===== config.mk =====
export PLATFORM = sky130hd
export DESIGN_NAME = cache_burst_responder
export DESIGN_NICKNAME = d
export VERILOG_FILES = /design/src/rtl/cache_burst_pkg.sv /design/src/rtl/rsp_skid_fifo.sv /design/src/rtl/cache_burst_responder.sv
export SDC_FILE = /design/constraint.sdc
export NUM_CORES = 1
export LEC_CHECK = 0
export ABC_CLOCK_PERIOD_IN_PS = 4900
export CELL_PAD_IN_SITES_DETAIL_PLACEMENT = 0
export CELL_PAD_IN_SITES_GLOBAL_PLACEMENT = 1
export CORE_ASPECT_RATIO = 0.8
export CORE_MARGIN = 2
export CORE_UTILIZATION = 31
export CTS_CLUSTER_DIAMETER = 80
export DETAILED_ROUTE_END_ITERATION = 7
export PLACE_DENSITY = 0.74
export RECOVER_POWER = 25
export SLEW_MARGIN = 20
export SYNTH_ARGS = -nofsm -noshare
export SYNTH_HDL_FRONTEND = slang
export SYNTH_SLANG_ARGS = --single-unit

===== constraint.sdc =====
create_clock -name clk -period 4.9 [get_ports clk]
set_input_delay 1.47 -clock clk [delete_from_list [all_inputs] [get_ports clk]]
set_output_delay 1.47 -clock clk [all_outputs]
set_load 0.05 [all_outputs]

===== src/rtl/cache_burst_pkg.sv =====
// Shared types and constants for the cache line burst responder.
package cache_burst_pkg;
  localparam int BEATS      = 4;
  localparam int LINE_OFF_W = 4;

  typedef enum logic [1:0] {IDLE, READ, WRITE} state_t;
  typedef logic [1:0] beat_idx_t;
endpackage


===== src/rtl/rsp_skid_fifo.sv =====
// Two-entry response FIFO that decouples SRAM read returns from cache backpressure.
module rsp_skid_fifo #(
  parameter int DATA_W = 32
) (
  input  logic              clk,
  input  logic              rst,
  input  logic              push,
  input  logic              pop,
  input  logic [DATA_W-1:0] din,
  output logic [DATA_W-1:0] dout,
  output logic [1:0]        count,
  output logic              empty,
  output logic              full
);
  logic [1:0][DATA_W-1:0] mem_q;
  logic                   wr_ptr_q;
  logic                   rd_ptr_q;
  logic [1:0]             count_q;
  logic                   do_push;
  logic                   do_pop;

  assign empty   = (count_q == 2'd0);
  assign full    = (count_q == 2'd2);
  assign count   = count_q;
  assign dout    = mem_q[rd_ptr_q];
  assign do_pop  = pop & ~empty;
  // A push into a full FIFO is only legal when the head leaves in the same cycle.
  assign do_push = push & (~full | do_pop);

  always_ff @(posedge clk or posedge rst) begin
    if (rst) begin
      mem_q    <= '0;
      wr_ptr_q <= 1'b0;
      rd_ptr_q <= 1'b0;
      count_q  <= 2'd0;
    end else begin
      if (do_push) begin
        mem_q[wr_ptr_q] <= din;
        wr_ptr_q        <= ~wr_ptr_q;
      end
      if (do_pop)
        rd_ptr_q <= ~rd_ptr_q;
      count_q <= count_q + {1'b0, do_push} - {1'b0, do_pop};
    end
  end
endmodule


===== src/rtl/cache_burst_responder.sv =====
// Serves 4-beat cache line refills (critical word first, wrapping) and write-backs
// against a single-port synchronous SRAM, one request at a time.
module cache_burst_responder
  import cache_burst_pkg::*;
#(
  parameter int ADDR_W = 32,
  parameter int DATA_W = 32
) (
  input  logic              clk,
  input  logic              rst,
  input  logic              req_valid,
  output logic              req_ready,
  input  logic              req_write,
  input  logic [ADDR_W-1:0] req_addr,
  output logic              rsp_valid,
  input  logic              rsp_ready,
  output logic [DATA_W-1:0] rsp_data,
  output logic              rsp_last,
  input  logic              wr_valid,
  output logic              wr_ready,
  input  logic [DATA_W-1:0] wr_data,
  output logic              wr_done,
  output logic              mem_cs,
  output logic              mem_we,
  output logic [ADDR_W-1:0] mem_addr,
  output logic [DATA_W-1:0] mem_wdata,
  input  logic [DATA_W-1:0] mem_rdata
);
  localparam int        BASE_W    = ADDR_W - LINE_OFF_W;
  localparam beat_idx_t LAST_BEAT = beat_idx_t'(BEATS - 1);

  state_t              state_q, state_d;
  logic [BASE_W-1:0]   base_q;
  beat_idx_t           start_q;
  beat_idx_t           beat_q;
  beat_idx_t           ret_q;
  beat_idx_t           line_idx;
  logic                issue_done_q;
  logic                inflight_q;
  logic                wr_done_q;
  logic [ADDR_W-1:0]   beat_addr;
  logic                accept;
  logic                rd_issue;
  logic                wr_beat;
  logic                pop;
  logic [2:0]          occ;
  logic [1:0]          fifo_count;
  logic                fifo_empty;
  logic                fifo_full;
  logic                unused_bits;

  // Sink for inputs/flags the datapath does not consume.
  assign unused_bits = ^{req_addr[1:0], fifo_full};

  assign accept    = req_valid & req_ready;
  assign line_idx  = start_q + beat_q;
  assign beat_addr = {base_q, line_idx, 2'b00};
  assign rsp_valid = ~fifo_empty;
  assign pop       = rsp_valid & rsp_ready;
  assign rsp_last  = rsp_valid & (ret_q == LAST_BEAT);
  assign wr_done   = wr_done_q;
  // Occupancy the FIFO would have next cycle without a new issue; a pop frees a slot immediately.
  assign occ       = {1'b0, fifo_count} + {2'b00, inflight_q} - {2'b00, pop};

  rsp_skid_fifo #(.DATA_W(DATA_W)) u_fifo (
    .clk   (clk),
    .rst   (rst),
    .push  (inflight_q),
    .pop   (pop),
    .din   (mem_rdata),
    .dout  (rsp_data),
    .count (fifo_count),
    .empty (fifo_empty),
    .full  (fifo_full)
  );

  always_ff @(posedge clk or posedge rst) begin
    if (rst) state_q <= IDLE;
    else     state_q <= state_d;
  end

  always_comb begin
    state_d   = state_q;
    req_ready = 1'b0;
    wr_ready  = 1'b0;
    rd_issue  = 1'b0;
    wr_beat   = 1'b0;
    mem_cs    = 1'b0;
    mem_we    = 1'b0;
    mem_addr  = '0;
    mem_wdata = '0;
    case (state_q)
      IDLE: begin
        req_ready = 1'b1;
        if (req_valid) state_d = req_write ? WRITE : READ;
      end
      READ: begin
        rd_issue = ~issue_done_q & (occ < 3'd2);
        mem_cs   = rd_issue;
        if (rd_issue) mem_addr = beat_addr;
        if (pop && ret_q == LAST_BEAT) state_d = IDLE;
      end
      WRITE: begin
        wr_ready = 1'b1;
        wr_beat  = wr_valid;
        if (wr_valid) begin
          mem_cs    = 1'b1;
          mem_we    = 1'b1;
          mem_addr  = beat_addr;
          mem_wdata = wr_data;
          if (beat_q == LAST_BEAT) state_d = IDLE;
        end
      end
      default: state_d = IDLE;
    endcase
  end

  always_ff @(posedge clk or posedge rst) begin
    if (rst) begin
      base_q       <= '0;
      start_q      <= '0;
      beat_q       <= '0;
      ret_q        <= '0;
      issue_done_q <= 1'b0;
      inflight_q   <= 1'b0;
      wr_done_q    <= 1'b0;
    end else begin
      inflight_q <= rd_issue;
      wr_done_q  <= wr_beat & (beat_q == LAST_BEAT);
      if (accept) begin
        base_q       <= req_addr[ADDR_W-1:LINE_OFF_W];
        start_q      <= req_addr[3:2];
        beat_q       <= '0;
        ret_q        <= '0;
        issue_done_q <= 1'b0;
      end else begin
        // Shared beat index: read issues and write beats never coexist.
        if (rd_issue || wr_beat) begin
          beat_q <= beat_q + 2'd1;
          if (beat_q == LAST_BEAT) issue_done_q <= 1'b1;
        end
        if (pop) ret_q <= ret_q + 2'd1;
      end
    end
  end
endmodule


==> results of run 1 <==
## placed cells by master (no fill, tap or decap), types with 7 or more instances in the layout
cell	synthesis	routed
buf_4	2	12
ha_1	9	8
nand2_1	12	10
inv_1	10	7
clkbuf_16	0	9
mux2_4	32	32
and3_1	33	33
dfrtp_1	107	107
and3b_2	0	29
mux2_2	94	94
clkdlybuf4s50_1	0	135
buf_12	3	64
## final cells by class
cell class | instances | area share
clock buffers | 10 | 0.0275
clock inverters | 6 | 0.00533
inverters | 10 | 0.00461
multi-input cells | 241 | 0.292
flip-flops and latches | 107 | 0.308
well taps | 225 | 0.0324
repair buffers | 219 | 0.330
## power groups by stage
stage                     registers, µW  logic, µW  clock network, µW
after floorplan                    1450       2190                  0
after global placement             1480       3140                  0
after detailed placement           1520       3180                  0
after CTS                          1500       3380                734
after global routing               1560       3490                766
final                              1500       3300                701
## final timing paths
check                                 from  cells past startpoint  slack [ns]                to
min in group asynchronous              rst                      2        1.55        base_q[11]
setup reg to reg           u_fifo.count[1]                     12        2.24      issue_done_q
hold reg to reg            u_fifo.rd_ptr_q                      1        0.49   u_fifo.rd_ptr_q
setup / recovery                 rsp_ready                     13       -0.20       mem_addr[2]
hold / removal             u_fifo.rd_ptr_q                      1        0.49   u_fifo.rd_ptr_q
max in group asynchronous              rst                      3        2.49  u_fifo.mem_q[13]
## through the flow
stage          utilization  setup TNS [ns]
2_1_floorplan            -          -0.127
3_3_place_gp         0.480          -16.91
3_5_place_dp         0.480          -17.53
4_1_cts              0.508           -8.03
5_1_grt              0.506           -6.63
6_report             0.506           -4.26
## timing repair
action,in CTS,in global routing
gates cloned,4,0
resized for setup,22,2
setup endpoints to repair,31,31
pin swaps,4,4
buffers inserted,6,0
## layer usage
metal / GRT usage / vias to the layer above
met5: 0 / -
met3: 0.0483 / 9
li1: - / 1756
met1: 0.199 / 1902
met4: 0.0403 / 0
met2: 0.254 / 122
## cells by family (layout without fill, tap and decap cells)
logic type,count (synthesis),after routing,synth area share
multiplexers,131,131,0.296
flip-flops,107,107,0.498
AND/OR/NAND/NOR,84,84,0.114
buffers and inverters,37,245,0.0461
adder cells (fa/ha/maj),10,10,0.0247
AO/OA/AOI/OAI,7,7,0.00885
XOR/XNOR,7,7,0.0114
other,1,2,0.000698
## sequential cells by signal, indices dropped and copies added (netlist names)
signal           count
issue_done_q         1
u_fifo.count         2
state_q              2
ret_q                2
u_fifo.mem_q        64
beat_q               2
u_fifo.wr_ptr_q      1
start_q              2
inflight_q           1
u_fifo.rd_ptr_q      1
base_q              28
wr_done              1
==> qor.txt, run 1 <==
port buffer count -> 200
Die H -> 122 µm
TritonCTS Buffers -> 9
Avg Cell Area, Syn -> 14.0 µm²
Cell variety after synth -> 32
Vias -> 3789
routed wire length on met2 -> 6600 µm
first-pass GRT wire length -> 22100 µm
Worst-Margin Slew -> 0.866 ns
most frequent cell after synthesis -> dfrtp_1
hold bufs inserted after CTS -> 0
number of non-filler instances in the completed layout -> 818
Final #Nets -> 700
GRT overflow -> 0
top_reg_cell synth -> dfrtp_1
Setup crit end kind -> output port
total power draw -> 5510 µW
Clock Sinks -> 107
PwrDens -> 634 mW/mm²
Logic pwr share -> 0.600
multi-input combinational cell area -> 0.00254 mm²
dpl cell area -> 0.00824 mm²
clk slew on worst S/H paths -> 0.07 ns
P_sw -> 2300 µW
Routed WL -> 13800 µm
failing checks -> setup timing
Post-DRT Antenna Nets -> 0
gr usage total -> 0.155
Die Footprint -> 0.0184 mm²
ys async rst share -> 1.00
clock skew -> 0.00428 ns
1st-iter DRT viols -> 88
final worst path period need -> 5.10 ns
Max Used Layer -> met4
H-tree depth -> 3
worst-skew pair later-pin latency -> 0.35 ns
post-synth top area share -> 0.498
Post-synth EDFFs -> 0
Max Freq -> 196 MHz
WP buf/inv -> 6
leak pwr -> 0.00405 µW
share of layout cells above drive strength 1 -> 0.454
leading area contributor after synthesis -> dfrtp_1
Die Width -> 151 µm
unrepaired setup endpoints after global routing -> yes
critical path cell sequence -> buf_8 -> o21ai_4 -> inv_2 -> ha_4 -> inv_2 -> nand2_2 -> fa_2 -> nand2_2 -> o31a_4 -> buf_6 -> buf_16 -> and3b_2 -> buf_12
Internal -> 3210 µW
final setup margin -> -0.201 ns
Mapped Area -> 0.00537 mm²
Net Sw Frac -> 0.417
post-route cell area -> 0.00868 mm²
Yosys reg bits -> 107
vias per inst -> 4.63
period utilization -> 1.04
maximum clock insertion buffer count -> 2
Worst slew margin -> 0.422
Fillers -> 1464
vias in the first global route -> 4097
endpoints failing setup -> 31
CP Max Fanout -> 8
Worst Path Class, Setup -> in -> out
HPWL Detailed -> 9490 µm
CP top delay family -> adder cells
CP required -> 3.43 ns
Hold Crit Class -> reg -> reg
Reg power frac -> 0.273
cell count after synthesis -> 384
M1 WL -> 6060 µm
Met3 Routed Length -> 999 µm
CTS tree -> built
most frequent cells after synthesis -> 107 x dfrtp_1, 94 x mux2_2, 33 x and3_1, 32 x mux2_4, 29 x and3b_1
area delta synth->final -> 61.6%
Antenna diodes -> 0
pre-CTS setup slack -> -0.592 ns
maximum vdd drop -> 266 µV
CORE AREA -> 0.0172 mm²
dpl cells -> 794
largest net degree at the start of global routing -> 49
status -> complete, but fails checks
initial core utilization -> 0.313
Clock power frac -> 0.127
# IOs -> 205
CTS root buf -> clkbuf_16
Fin Hold WS -> 0.488 ns
CP arrival -> 3.63 ns
DRC violation count after routing -> 0
final slew viol count -> 0
cell row count -> 43
CP startpoint kind -> input port
routability cong. -> 0.717
antenna violations before repair -> 1
drt first pass iters -> 4
WL/cell -> 16.9 µm
Final Hold Viols -> 0
Seq/Total Area, Yosys -> 0.498
CP max stage cell -> fa_2
max-cap violation count -> 0
Area contributors post-synth -> dfrtp_1 50%, mux2_2 20%, mux2_4 8.9%, and3b_1 4.7%, and3_1 3.8%
Worst path max stage delay -> 0.53 ns
register area -> 0.00268 mm²
yosys warns -> 0
(Power assumes the default switching activity.)
==> run 2: changes to the inputs <==
--- a/config.mk
+++ b/config.mk
@@ -10,12 +10,13 @@
 export CELL_PAD_IN_SITES_GLOBAL_PLACEMENT = 1
 export CORE_ASPECT_RATIO = 0.8
 export CORE_MARGIN = 2
-export CORE_UTILIZATION = 31
+export CORE_UTILIZATION = 32
 export CTS_CLUSTER_DIAMETER = 80
 export DETAILED_ROUTE_END_ITERATION = 7
-export PLACE_DENSITY = 0.74
+export PLACE_DENSITY = 0.76
 export RECOVER_POWER = 25
 export SLEW_MARGIN = 20
 export SYNTH_ARGS = -nofsm -noshare
 export SYNTH_HDL_FRONTEND = slang
+export SYNTH_HIERARCHICAL = 1
 export SYNTH_SLANG_ARGS = --single-unit
==> run 2 against run 1 <==
The flow finishes with violations (capacitance limit, slew limit, setup timing). Cell area is 0.71% higher. Critical endpoint is now mem_addr[15]. Count of clock-buffer cells in the layout did not move. Via count up 0.79%. Maximum frequency increased by 2.0%. Clock power rose by 4.1%. Global-route usage rose by 0.77 points. Wire length rose by 3.9%. Non-clock buffer count decreased by 10. Sequential share of layout area fell by 0.22 points. Clock skew is 0.0040 ns higher.
==> qor.txt, run 2 <==
total power draw -> 6000 µW
gr usage total -> 0.163
vias in the first global route -> 4271
maximum vdd drop -> 204 µV
Setup crit end kind -> output port
Clock Sinks -> 107
final setup margin -> -0.102 ns
# IOs -> 205
CTS root buf -> clkbuf_16
CP startpoint kind -> input port
cell count after synthesis -> 392
critical path cell sequence -> buf_6 -> nor2b_4 -> ha_4 -> nand2b_4 -> fa_2 -> xor2_4 -> o31a_4 -> and3b_2 -> buf_12
status -> complete, but fails checks
yosys warns -> 6
failing checks -> capacitance limit, slew limit, setup timing
final worst path period need -> 5.00 ns
H-tree depth -> 3
Worst path max stage delay -> 0.44 ns
CP arrival -> 3.53 ns
HPWL Detailed -> 9800 µm
1st-iter DRT viols -> 115
unrepaired setup endpoints after global routing -> yes
final core utilization -> 0.525
first-pass GRT wire length -> 23000 µm
port buffer count -> 200
leak pwr -> 0.00388 µW
PwrDens -> 686 mW/mm²
Die Width -> 150 µm
worst hold path startpoint -> u_fifo/mem_q[0]
TritonCTS Buffers -> 9
Worst-Margin Slew -> 2.33 ns
Hold Crit Class -> reg -> reg
max FFs per register -> 64
Worst slew margin -> -0.559
CP Max Fanout -> 8
hold depth -> 1
Worst Path Class, Setup -> in -> out
R2R Path End -> beat_q[1]
area delta synth->final -> 59.8%
Vias -> 3819
worst r2r src -> u_fifo/count[1]
Final #Nets -> 700
Largest Register -> u_fifo/mem_q
routability cong. -> 0.727
share of layout cells above drive strength 1 -> 0.438
drt first pass iters -> 4
commonest non-fill, non-tap cell in the layout -> clkdlybuf4s50_1
worst-skew pair later-pin latency -> 0.35 ns
cell row count -> 42
Antenna diodes -> 0
Die Footprint -> 0.0182 mm²
antenna violations before repair -> 0
Max Freq -> 200 MHz
Fillers -> 1381
R2R setup slack -> 2.12 ns
CP required -> 3.43 ns
FF-to-FF path depth -> 9
Avg Cell Area, Syn -> 14.0 µm²
max-cap violation count -> 2
CORE AREA -> 0.0167 mm²
Hold Crit Endpoint -> u_fifo/mem_q[0]
Die H -> 121 µm
Mapped Area -> 0.00547 mm²
period utilization -> 1.02
CTS tree -> built
largest net degree at the start of global routing -> 53
most frequent cells in the layout -> 134 x clkdlybuf4s50_1, 107 x dfrtp_1, 67 x mux2_2
final slew viol count -> 93
DRC violation count after routing -> 0
Routed WL -> 14300 µm
Fin Hold WS -> 0.490 ns
WL/cell -> 17.6 µm
vias per inst -> 4.69
clk slew on worst S/H paths -> 0.07 ns
initial core utilization -> 0.328
Post-DRT Antenna Nets -> 0
WP buf/inv -> 2
Post-CTS Setup Bufs -> 0
biggest registers after layout -> u_fifo/mem_q: 64 flops, base_q: 28 flops
endpoints failing setup -> 31
CP top delay family -> adder cells
CP max stage cell -> o31a_4
clock skew -> 0.00830 ns
maximum clock insertion buffer count -> 2
Final Hold Viols -> 0
GRT overflow -> 0
[run 2: cell type report]
cell class,count,area [µm²],share of cell area
sequential,107,2680,0.306
timing repair buffer,209,2720,0.311
clock buffer,10,239,0.0273
tap,220,275,0.0315
multi-input combinational,253,2740,0.313
inverter,9,35.0,0.00401
clock inverter,6,62.6,0.00715
[run 2: repair_timing]
item                       CTS  global route
hold buffers                 0             0
setup endpoints to repair   31            31
pin swaps                    7             0
resized for setup           14             0
gates cloned                 3             0
[run 2: metal layers]
metal | track usage | part of all wire | vias up
met3 | 0.0613 | 0.075 | 14
met2 | 0.267 | 0.47 | 111
met4 | 0.0413 | 0.011 | 0
li1 | - | - | 1780
met1 | 0.202 | 0.44 | 1914
met5 | 0 | 0 | -
[run 2: how the worst max path moves through the flow]
| stage | endpoint | slack (ns) | depth (start not counted) | startpoint |
|---|---|---|---|---|
| global placement | mem_addr[21] | -0.53 | 9 | rsp_ready |
| CTS | mem_addr[14] | -0.11 | 9 | rsp_ready |
| finish | mem_addr[15] | -0.10 | 9 | rsp_ready |
| global route | mem_addr[13] | -0.16 | 9 | rsp_ready |
| floorplan | mem_addr[3] | -0.18 | 8 | rsp_ready |
| detailed placement | mem_addr[11] | -0.56 | 9 | rsp_ready |
[run 2: where the power goes]
part           total [µW]  internal (µW)  switching (µW)  leakage (µW)
Sequential           1580           1330             257       0.00126
Combinational        3690           1720            1960       0.00247
Clock                 730            374             356      0.000149
Total                6000           3420            2580       0.00388
[run 2: worst register-to-register path, cell delays in order (launching register included)]
cell and delay [ns]:
dfrtp_1 0.54, nor2_1 0.34, nor2b_4 0.09, ha_4 0.24, nand2b_4 0.13, fa_2 0.40
xor2_4 0.20, o31a_4 0.44, buf_4 0.17, mux2i_1 0.11
[run 2: metrics by stage]
step | instance area, µm² | std cells | setup TNS (ns) | setup slack, ns
floorplan | 5540 | 393 | -2.19 | -0.181
global placement | 8350 | 795 | -16.20 | -0.532
detailed placement | 8350 | 795 | -16.80 | -0.555
CTS | 8750 | 814 | -3.16 | -0.112
global route | 8740 | 814 | -4.37 | -0.159
finish | 8740 | 814 | -2.72 | -0.102
==> patch, RTL diff (flow settings as in run 1) <==
Encoding of `state_t`: now one-hot (3 bits for 3 states).
--- a/src/rtl/cache_burst_pkg.sv
+++ b/src/rtl/cache_burst_pkg.sv
@@ -4,5 +4,5 @@
   localparam int LINE_OFF_W = 4;
 
-  typedef enum logic [1:0] {IDLE, READ, WRITE} state_t;
+  typedef enum logic [2:0] {IDLE = 3'b001, READ = 3'b010, WRITE = 3'b100} state_t;
   typedef logic [1:0] beat_idx_t;
 endpackage
Behaviour: no difference found for any inputs over 4 cycles, from zero or initial values and one cycle with rst high; so few cycles prove little.
==> patch against run 1 <==
- highest routed layer unchanged
- critical path depth is the same
- clock skew is 0.0039 ns higher
- cell area rose by 2.6%
- sequential cell count is 1 higher
- area after synthesis is 4.0% lower
- setup slack better by 0.21 ns
- wire length shrank 0.56%
- non-clock buffer count up 26
- final cell count is 9.8% higher
- critical endpoint is now mem_addr[14]
- power fell by 21%
- the run ends with capacitance limit, slew limit left
- synthesized cell count rose by 15%
==> patch: results (changes against run 1) <==
Finish
  – Nets: 782 (+12%)
  – Layout cells sized above 1: 38.9% (-6.4 points)
  – Biggest regs: u_fifo.mem_q: 64 flops, base_q: 28 flops, state_q: 3 flops
  – Fillers: 1400 (-4.4%)

Timing
  – Clock skew: 0.00822 ns (+0.00394 ns)
  – Hold slack: 0.484 ns (-0.00414 ns)
  – Slew Viols, Final: 101 (+101)

Synth
  – Adder-Cell Fraction of Synth Area: 1.84% (-0.63 points)
  – Post-synthesis sequential area ratio: 52.4% (+2.6 points)
  – Area contributors post-synth: dfrtp_1 (52%), mux2_2 (21%), nand2_1 (7.0%)
  – Avg Cell Area, Syn: 11.7 µm² (-17%)
  – Count of unique library cells instantiated by Yosys: 34 (+6.3%)

Placement
  – Post-detail-place hpwl: 9.62 mm (+1.4%)
  – Final Wtd Congestion: 0.753 (+5.1%)
  – Area post-placement: 8240 µm² (about the same)

Setup path
  – Max incr delay on CP: 0.50 ns (-0.03 ns)
  – R2R depth: 29 (+17)
  – Reg2reg setup slack: 0.78 ns (-1.46 ns)
  – FF-to-FF End: ret_q[0]
  – Worst Path Max Fanout: 7 (-1)
  – Slowest cell on the critical path: fa_1
  – Crit path DAT: 3.42 ns (-0.21 ns)

Global route
  – First-pass GRT wire length: 22.3 mm (+1.3%)
  – Vias in the first global route: 4370 (+6.7%)
  – Gr usage total: 16.1% (+0.57 points)
  – Largest net degree at the start of global routing: 68 (+39%)

Routing
  – Wire length per cell: 15.3 µm (-9.4%)
  – Wl on met1: 5.68 mm (-6.2%)
  – Met2 wire length: 6.76 mm (+2.5%)
  – Initial drt markers: 99 (+13%)

Job
  – Max Cap Viol: 2 (+2)

Hold path
  – Hold endpoint: base_q[10]
  – Hold_sp: base_q[10]
  – Hold path depth: 2 (+1)

Status
  – Run status: finished with violations
  – Failing checks: capacitance limit, slew limit

Power and ir drop
  – Static leakage: 4.15 nW (+2.3%)
[patch: tightest hold or removal path: cells and delay by family, from the launching register on]
family | cells | cell delay [ns]
flip-flops | 1 | 0.35
AND/OR/NAND/NOR | 2 | 0.10
[patch: worst max path at each step]
stage,slack (ns),startpoint,end,depth (start not counted)
after global routing,-0.06,rsp_ready,mem_addr[14],13
after global placement,-0.53,rsp_ready,mem_addr[5],12
after detailed placement,-0.57,rsp_ready,mem_addr[14],12
after CTS,-0.1,rsp_ready,mem_addr[14],13
after floorplan,-0.006,rsp_ready,mem_addr[10],10
final,0.01,rsp_ready,mem_addr[14],13
[patch: cell type report]
cell class / count / area [µm²] / share of cell area, %
timing repair buffer: 245 / 3050 / 34.2
multi-input combinational: 299 / 2550 / 28.6
clock buffer: 10 / 229 / 2.57
tap: 220 / 275 / 3.09
inverter: 10 / 37.5 / 0.421
sequential: 108 / 2700 / 30.3
clock inverter: 6 / 70.1 / 0.786
[patch: routing by layer]
metal  GRT usage (%)  up-vias
met5               0        -
met4            3.93        0
met3            6.82       15
met2            26.6      118
met1            19.3     1951
li1                -     1907
[patch: power by group]
group	internal [mW]	total, mW	switching (mW)
Combinational	1.04	2.16	1.13
Sequential	1.22	1.42	0.206
Clock	0.401	0.737	0.335
Total	2.66	4.32	1.67
[patch: what timing repair did]
action / 4_1_cts / 5_1_grt
pin swaps: 4 / 3
setup buffers: 30 / 1
setup endpoints to repair: 31 / 35
gates resized for setup: 27 / 10
gates cloned: 1 / 0
[patch: logic make-up (layout without fill, tap and decap cells)]
kind of cell | Yosys count | count (layout)
AND/OR/NAND/NOR | 174 | 174
multiplexers | 99 | 99
XOR/XNOR | 7 | 7
flip-flops | 108 | 108
adder cells (fa/ha/maj) | 7 | 7
other | 1 | 2
AO/OA/AOI/OAI | 10 | 10
buffers and inverters | 36 | 271
[patch: stage by stage]
step | total power, mW | setup slack, ns
after CTS | 4.35 | -0.0978
final | 4.32 | 0.0126
after detailed placement | 3.43 | -0.570
after floorplan | 2.76 | -0.00627
after global routing | 4.58 | -0.0584
after global placement | 3.38 | -0.526
